$ cat src/rtl/fast_fifo_if.sv
// rtl/fast_fifo_if.sv - write-side FIFO controller signal bundle
interface fast_fifo_if #(
  parameter int WIDTH  = 4,
  parameter int W_SIZE = 32
);
  logic              count1;
  logic [WIDTH-1:0]  pointerinw;
  logic [W_SIZE-1:0] wdata;
  logic [WIDTH-1:0]  pointeroutw;
  logic [WIDTH-2:0]  wadd;
  logic              wen;
  logic [W_SIZE-1:0] wdata_ram;
  logic              full;
  logic              almost_full;
  logic              overflow;
  logic [WIDTH-1:0]  wlevel;

  modport master (
    output count1, pointerinw, wdata,
    input  pointeroutw, wadd, wen, wdata_ram, full, almost_full, overflow, wlevel
  );

  modport slave (
    input  count1, pointerinw, wdata,
    output pointeroutw, wadd, wen, wdata_ram, full, almost_full, overflow, wlevel
  );
endinterface

$ cat src/rtl/fast_fifo.sv
// rtl/fast_fifo.sv - dual-clock FIFO write-side controller (write clock domain)
module fast_fifo #(
  parameter int WIDTH       = 4,
  parameter int W_SIZE      = 32,
  parameter int AFULL_LEVEL = 6
) (
  input logic        clk1,
  input logic        rst1,
  fast_fifo_if.slave bus
);

  localparam logic [WIDTH-1:0] AFULL_TH = WIDTH'(AFULL_LEVEL);

  logic [WIDTH-1:0] wbin_q, wbin_d;
  logic [WIDTH-1:0] wgray_q, wgray_d;
  logic [WIDTH-1:0] rq1_q, rq2_q;
  logic [WIDTH-1:0] rbin;
  logic [WIDTH-1:0] level_d;
  logic [WIDTH-1:0] wlevel_q;
  logic             full_q, full_d;
  logic             afull_q, afull_d;
  logic             overflow_q, overflow_d;
  logic             accept;

  // full comes from a register, so count1 never reaches full within a cycle
  assign accept = bus.count1 & ~full_q;

  // Gray-to-binary of the synchronised read pointer: bit i is the XOR of bits i..MSB
  always_comb begin
    rbin = '0;
    for (int i = 0; i < WIDTH; i++) begin
      rbin[i] = ^(rq2_q >> i);
    end
  end

  // next pointer and status, all computed from the post-write pointer so local writes show up with no extra latency
  always_comb begin
    wbin_d     = accept ? wbin_q + WIDTH'(1) : wbin_q;
    wgray_d    = wbin_d ^ (wbin_d >> 1);
    level_d    = wbin_d - rbin;
    full_d     = (wgray_d == {~rq2_q[WIDTH-1:WIDTH-2], rq2_q[WIDTH-3:0]});
    afull_d    = (level_d >= AFULL_TH);
    overflow_d = overflow_q | (bus.count1 & full_q);
  end

  // state registers and two-flop read-pointer synchroniser; reset wins over a simultaneous write
  always_ff @(posedge clk1) begin
    if (rst1) begin
      wbin_q     <= '0;
      wgray_q    <= '0;
      rq1_q      <= '0;
      rq2_q      <= '0;
      full_q     <= 1'b0;
      afull_q    <= 1'b0;
      overflow_q <= 1'b0;
      wlevel_q   <= '0;
    end else begin
      wbin_q     <= wbin_d;
      wgray_q    <= wgray_d;
      rq1_q      <= bus.pointerinw;
      rq2_q      <= rq1_q;
      full_q     <= full_d;
      afull_q    <= afull_d;
      overflow_q <= overflow_d;
      wlevel_q   <= level_d;
    end
  end

  assign bus.pointeroutw = wgray_q;
  assign bus.wadd        = wbin_q[WIDTH-2:0];
  assign bus.wen         = accept;
  assign bus.wdata_ram   = bus.wdata;
  assign bus.full        = full_q;
  assign bus.almost_full = afull_q;
  assign bus.overflow    = overflow_q;
  assign bus.wlevel      = wlevel_q;

endmodule

$ cat src/flat_wrapper.sv
// flat-port wrapper written by rule: the top's interface ports become plain ports
module fast_fifo_flat 
#(
  parameter int WIDTH       = 4,
  parameter int W_SIZE      = 32,
  parameter int AFULL_LEVEL = 6
)
  (clk1, rst1, bus_count1, bus_pointerinw, bus_wdata, bus_pointeroutw, bus_wadd, bus_wen, bus_wdata_ram, bus_full, bus_almost_full, bus_overflow, bus_wlevel);
  fast_fifo_if #(.WIDTH(WIDTH), .W_SIZE(W_SIZE)) bus_i ();
  input logic clk1;
  input logic rst1;
  input wire logic [$bits(bus_i.count1)-1:0] bus_count1;
  input wire logic [$bits(bus_i.pointerinw)-1:0] bus_pointerinw;
  input wire logic [$bits(bus_i.wdata)-1:0] bus_wdata;
  output wire logic [$bits(bus_i.pointeroutw)-1:0] bus_pointeroutw;
  output wire logic [$bits(bus_i.wadd)-1:0] bus_wadd;
  output wire logic [$bits(bus_i.wen)-1:0] bus_wen;
  output wire logic [$bits(bus_i.wdata_ram)-1:0] bus_wdata_ram;
  output wire logic [$bits(bus_i.full)-1:0] bus_full;
  output wire logic [$bits(bus_i.almost_full)-1:0] bus_almost_full;
  output wire logic [$bits(bus_i.overflow)-1:0] bus_overflow;
  output wire logic [$bits(bus_i.wlevel)-1:0] bus_wlevel;
  assign bus_i.count1 = bus_count1;
  assign bus_i.pointerinw = bus_pointerinw;
  assign bus_i.wdata = bus_wdata;
  assign bus_pointeroutw = bus_i.pointeroutw;
  assign bus_wadd = bus_i.wadd;
  assign bus_wen = bus_i.wen;
  assign bus_wdata_ram = bus_i.wdata_ram;
  assign bus_full = bus_i.full;
  assign bus_almost_full = bus_i.almost_full;
  assign bus_overflow = bus_i.overflow;
  assign bus_wlevel = bus_i.wlevel;
  fast_fifo #(.WIDTH(WIDTH), .W_SIZE(W_SIZE), .AFULL_LEVEL(AFULL_LEVEL)) u_core (.clk1(clk1), .rst1(rst1), .bus(bus_i));
endmodule
$ cat config.mk
export PLATFORM = sky130hd
export DESIGN_NAME = fast_fifo_flat
export DESIGN_NICKNAME = d
export VERILOG_FILES = /design/src/rtl/fast_fifo_if.sv /design/src/rtl/fast_fifo.sv /design/src/flat_wrapper.sv
export SDC_FILE = /design/constraint.sdc
export NUM_CORES = 1
export LEC_CHECK = 0
export ABC_AREA = 1
export ABC_CLOCK_PERIOD_IN_PS = 2000
export CAP_MARGIN = 20
export CORE_ASPECT_RATIO = 1.2
export CORE_MARGIN = 2
export CORE_UTILIZATION = 35
export CTS_CLUSTER_DIAMETER = 60
export DETAILED_ROUTE_END_ITERATION = 10
export PLACE_DENSITY_LB_ADDON = 0.3
export RECOVER_POWER = 25
export SYNTH_ARGS = -nofsm -noshare
export SYNTH_HDL_FRONTEND = slang
export SYNTH_SLANG_ARGS = --single-unit
export TNS_END_PERCENT = 30
$ cat constraint.sdc
create_clock -name clk1 -period 2 [get_ports clk1]
set_input_delay 0.4 -clock clk1 [delete_from_list [all_inputs] [get_ports clk1]]
set_output_delay 0.4 -clock clk1 [all_outputs]
set_load 0.02 [all_outputs]
Yosys cells after proc, flatten, opt, wreduce, memory -nomap -nowiden

Index checks and enable logic that the tools add are counted.

Flip-flop bits (word level): 23
Latch bits: 0
Memory bits (writable): 0
Memory bits (read-only): 0
Bits of input ports: 39
Output and inout bits: 47
Word-level logic and storage cells: 23
Memories: 0

$add $sub $neg: 2
$mul: 0
Div/mod/pow operators: 0
Order comparisons: 1
Eq/ne operators: 1
Shift-type cells: 0
Muxes and demuxes: 1
Bitwise operators: 6
Reductions and logical operators: 4

Operator list:

| kind                | count |
|---|---|
| $reduce_xor 4->1    | 4 |
| $add 4x1->4 const B | 1 |
| $eq 4x4->1          | 1 |
| $ge 4x3->1 const B  | 1 |
| $mux 4              | 1 |
| $sub 4x4->4         | 1 |
| $xor 4x3->4         | 1 |
| $and 1x1->1         | 2 |
| $not 2->2           | 1 |
| $not 1->1           | 1 |
| $or 1x1->1          | 1 |

Logic depth before layout (Yosys ltp)

Depth after elaboration: 5
Gate-level depth with buffers: 11
Gate-level depth less buffers: 11

Least setup slack after synthesis

OpenSTA, ideal clock, no wires.

Path type: flip-flop to flip-flop
Start point: register u_core.rq2_q[2]
End point: register u_core.afull_q (netlist: u_core.bus.almost_full)
Library setup time: 0.058 ns
Arrival: 1.809 ns
Data required time: 1.942 ns
Slack: 0.133 ns
Cell stages (with the launch flop): 10
Buffers on the path: 0
Clock period less this slack: 1.867 ns
Path through: dfxtp_1 > xor2_1 > xor2_1 > xor2_1 > ha_1 > fa_1 > xor2_1 > nor2_1 > nand2_1 > nand2_1

Cells in the longest elaborated chain, start to end: 3
Elaborated cells on any way between the ends: 5
Those cells by class: add/sub: 1; order compare: 1; reduce/logical: 3

RTL lines:

| item                     | RTL line        | source |
|---|---|---|
| start: declaration       | fast_fifo.sv:16 | `logic [WIDTH-1:0] rq1_q, rq2_q;` |
| start signal: assignment | fast_fifo.sv:61 | `rq2_q <= rq1_q;` |
| $reduce_xor 4->1         | fast_fifo.sv:32 | `rbin[i] = ^(rq2_q >> i);` |
| $sub 4x4->4 (*)          | fast_fifo.sv:40 | `level_d = wbin_d - rbin;` |
| $ge 4x3->1 (*)           | fast_fifo.sv:42 | `afull_d = (level_d >= AFULL_TH);` |
| end signal: assignment   | fast_fifo.sv:63 | `afull_q <= afull_d;` |
| end: declaration         | fast_fifo.sv:21 | `logic afull_q, afull_d;` |

Every way passes the cells marked *; elsewhere a longest branch is shown, timed or not.
A chain may end at the register's enable or synchronous reset.

Final worst setup path

Same ends and word-level chain as after synthesis.

==> metrics.txt <==
status finished clean; hold path startpoint u_core.rq1_q[3]; root buf cell clkbuf_8; setup ws final 0.171 ns; Reg clk slew, reported paths 0.07 ns; Setup TNS 0 ns; Reg-to-Reg Start u_core.rq2_q[2]; antenna cells 0; DP Cell Count 196; Worst Hold Class reg -> reg; via count 873; Core Region 3340 um^2; Slew headroom 0.842; GP Congestion 0.852; vias per cell 4.39; WS Path Type reg -> reg; max cap viols 0; sequential fraction of the synthesis area 0.360; Layout Nets 208; Max Fanout on Critical Path 3; crit end category register; Critical Path RT 2.16 ns; H-tree depth 1; layout overhead on the synthesized area 13.2%; cell count after synthesis 160; PortBufs 21; Worst-Margin Slew 0.237 ns; RSZ-0062 raised after global routing false; max-slew violation count 0; post-place setup slack -0.267 ns; initial DRC count 23; crit path DAT 1.99 ns; fin util 0.415; Hold Worst Slack 0.396 ns; Post-DP HPWL 1600 um; Worst VDD drop 0.336 mV; CP Launch Type register; Ports 86; DRT Pass-1 Iters 4; fmax 0.547 GHz; final hold viol count 0; final cell count without fillers 199; Mapped Nets 204; Clk Latency, worst-skew pair 0.26 ns; Die Wd 58.0 um; Pleak 0.658 nW; cell area power density 751 nW/um^2; initial antenna violation count 0; overall routed net length 1960 um; largest net degree at the start of global routing 15; Tot GR Track Use 0.108; fraction of layout cells with a size suffix above 1 0.210; Initial Utilization 0.366; #FFs+latches synth 22; Post-route DRC 0; Overall Power 1.04 mW; vias in the first global route 811; dpl cell area 1320 um^2; CTS max path bufs 2; synthesized cell area 1220 um^2; Final ANT Viol Nets 0; fin area 1380 um^2; Clock Skew 0.00369 ns; global-route wire length before repair 3320 um; CTS Sinks 22; worst r2r path cells 8; synthesis warning total 0; WHS Path Cells 2; WL per Instance 9.86 um; Mean Syn Cell Area 7.64 um^2; Chip Height 68.7 um; GRT overflow 0; Filler cells 342; die footprint 3980 um^2; Hold Crit Endpoint u_core.rq2_q[3]; reg2reg end u_core.bus.almost_full; TritonCTS clock tree built; row count 23; Finish-stage setup viols 0; cts bufs inserted 3; final worst path period share 0.914; reg2reg setup slack 0.17 ns; fin crit period 1.83 ns; Yosys cell types 21
## metal layers
| metal | GRT usage | up-vias | routed length [um] |
|---|---|---|---|
| li1 | - | 447 | - |
| met1 | 0.116 | 384 | 832 |
| met2 | 0.179 | 31 | 924 |
| met3 | 0.0429 | 11 | 159 |
| met4 | 0.0640 | 0 | 47 |
| met5 | 0 | - | 0 |
## where the power goes
| part | total, mW | internal [mW] | switching (mW) |
|---|---|---|---|
| logic | 0.285 | 0.140 | 0.145 |
| registers | 0.490 | 0.476 | 0.0143 |
| clock network | 0.263 | 0.134 | 0.129 |
| total | 1.04 | 0.751 | 0.288 |
## logic make-up (layout without fill, tap and decap cells)
kind of cell               Yosys count  count (layout)  synth area share
DFF                                 22              22             0.360
buffers and inverters               58              60             0.276
adders and majority gates            5               5            0.0573
and+or+nand+nor                     67              67             0.255
xor gates and xnor gates             4               4            0.0287
AOI/OAI and AO/OA                    4               4            0.0225
## state kept, by name, indices dropped and copies added (netlist names)
| signal | count |
|---|---|
| u_core.bus.pointeroutw | 4 |
| u_core.bus.wlevel | 4 |
| u_core.rq1_q | 4 |
| u_core.rq2_q | 4 |
| u_core.wbin_q | 3 |
| u_core.bus.almost_full | 1 |
| u_core.bus.full | 1 |
| u_core.bus.overflow | 1 |
## final cells by class
cell class	instances	area [um^2]	area share
clock buffers	3	41.3	0.0298
inverters	24	90.1	0.0651
multi-input cells	80	464	0.335
flip-flops and latches	22	444	0.321
well taps	37	46.3	0.0335
repair buffers	33	298	0.215
## cell usage after synthesis
library cell | count | share of area
a21oi_1 | 2 | 0.0082
a31oi_1 | 1 | 0.0051
and3_1 | 1 | 0.0051
buf_1 | 1 | 0.0031
buf_4 | 32 | 0.20
clkbuf_1 | 1 | 0.0031
dfxtp_1 | 22 | 0.36
fa_1 | 1 | 0.016
ha_1 | 4 | 0.041
inv_1 | 22 | 0.068
inv_2 | 2 | 0.0061
nand2_1 | 25 | 0.077
nand2_2 | 6 | 0.031
nand3_1 | 8 | 0.033
nand3_2 | 1 | 0.0082
nand3b_1 | 3 | 0.018
nand3b_2 | 1 | 0.0092
nor2_1 | 21 | 0.064
nor2_4 | 1 | 0.0092
o21bai_2 | 1 | 0.0092
xor2_1 | 4 | 0.029
## worst max-delay path by stage
stage / endpoint / startpoint / slack, ns / cells after the start
2_1_floorplan: u_core.bus.almost_full / u_core.rq2_q[2] / 0.13 / 9
3_3_place_gp: u_core.bus.almost_full / bus_count1 / -0.23 / 10
3_5_place_dp: u_core.bus.almost_full / bus_count1 / -0.27 / 10
4_1_cts: u_core.bus.almost_full / u_core.rq2_q[2] / 0.01 / 9
5_1_grt: u_core.bus.almost_full / u_core.rq2_q[3] / 0.01 / 9
6_report: u_core.bus.almost_full / u_core.rq2_q[2] / 0.17 / 8
## repair_timing
| action | CTS | global route |
|---|---|---|
| pin swaps | 0 | 3 |
| endpoints found under the setup margin | 2 | 2 |
| hold buffers | 0 | 0 |
| gates resized for setup | 2 | 7 |
| setup buffers | 0 | 0 |
## critical path, cell delays in order, from the launching register on
cell and delay, ns:
dfxtp_2 0.34, xor2_2 0.19, xor2_2 0.19, xor2_1 0.15, ha_2 0.19, fa_2 0.53, inv_1 0.04, nand2_1 0.05
nand2_1 0.04
## cells in the final DEF, fill, tap and decap left out, types with 3 or more instances in the layout
| master | n |
|---|---|
| nand3b_1 | 3 |
| nand2_2 | 6 |
| buf_4 | 12 |
| nand2_1 | 25 |
| nand3_1 | 8 |
| clkbuf_8 | 3 |
| nor2_1 | 21 |
| inv_1 | 22 |
| ha_1 | 3 |
| dfxtp_2 | 3 |
| dfxtp_1 | 19 |
| clkdlybuf4s50_1 | 19 |
Power figures use the tool's default switching activity.
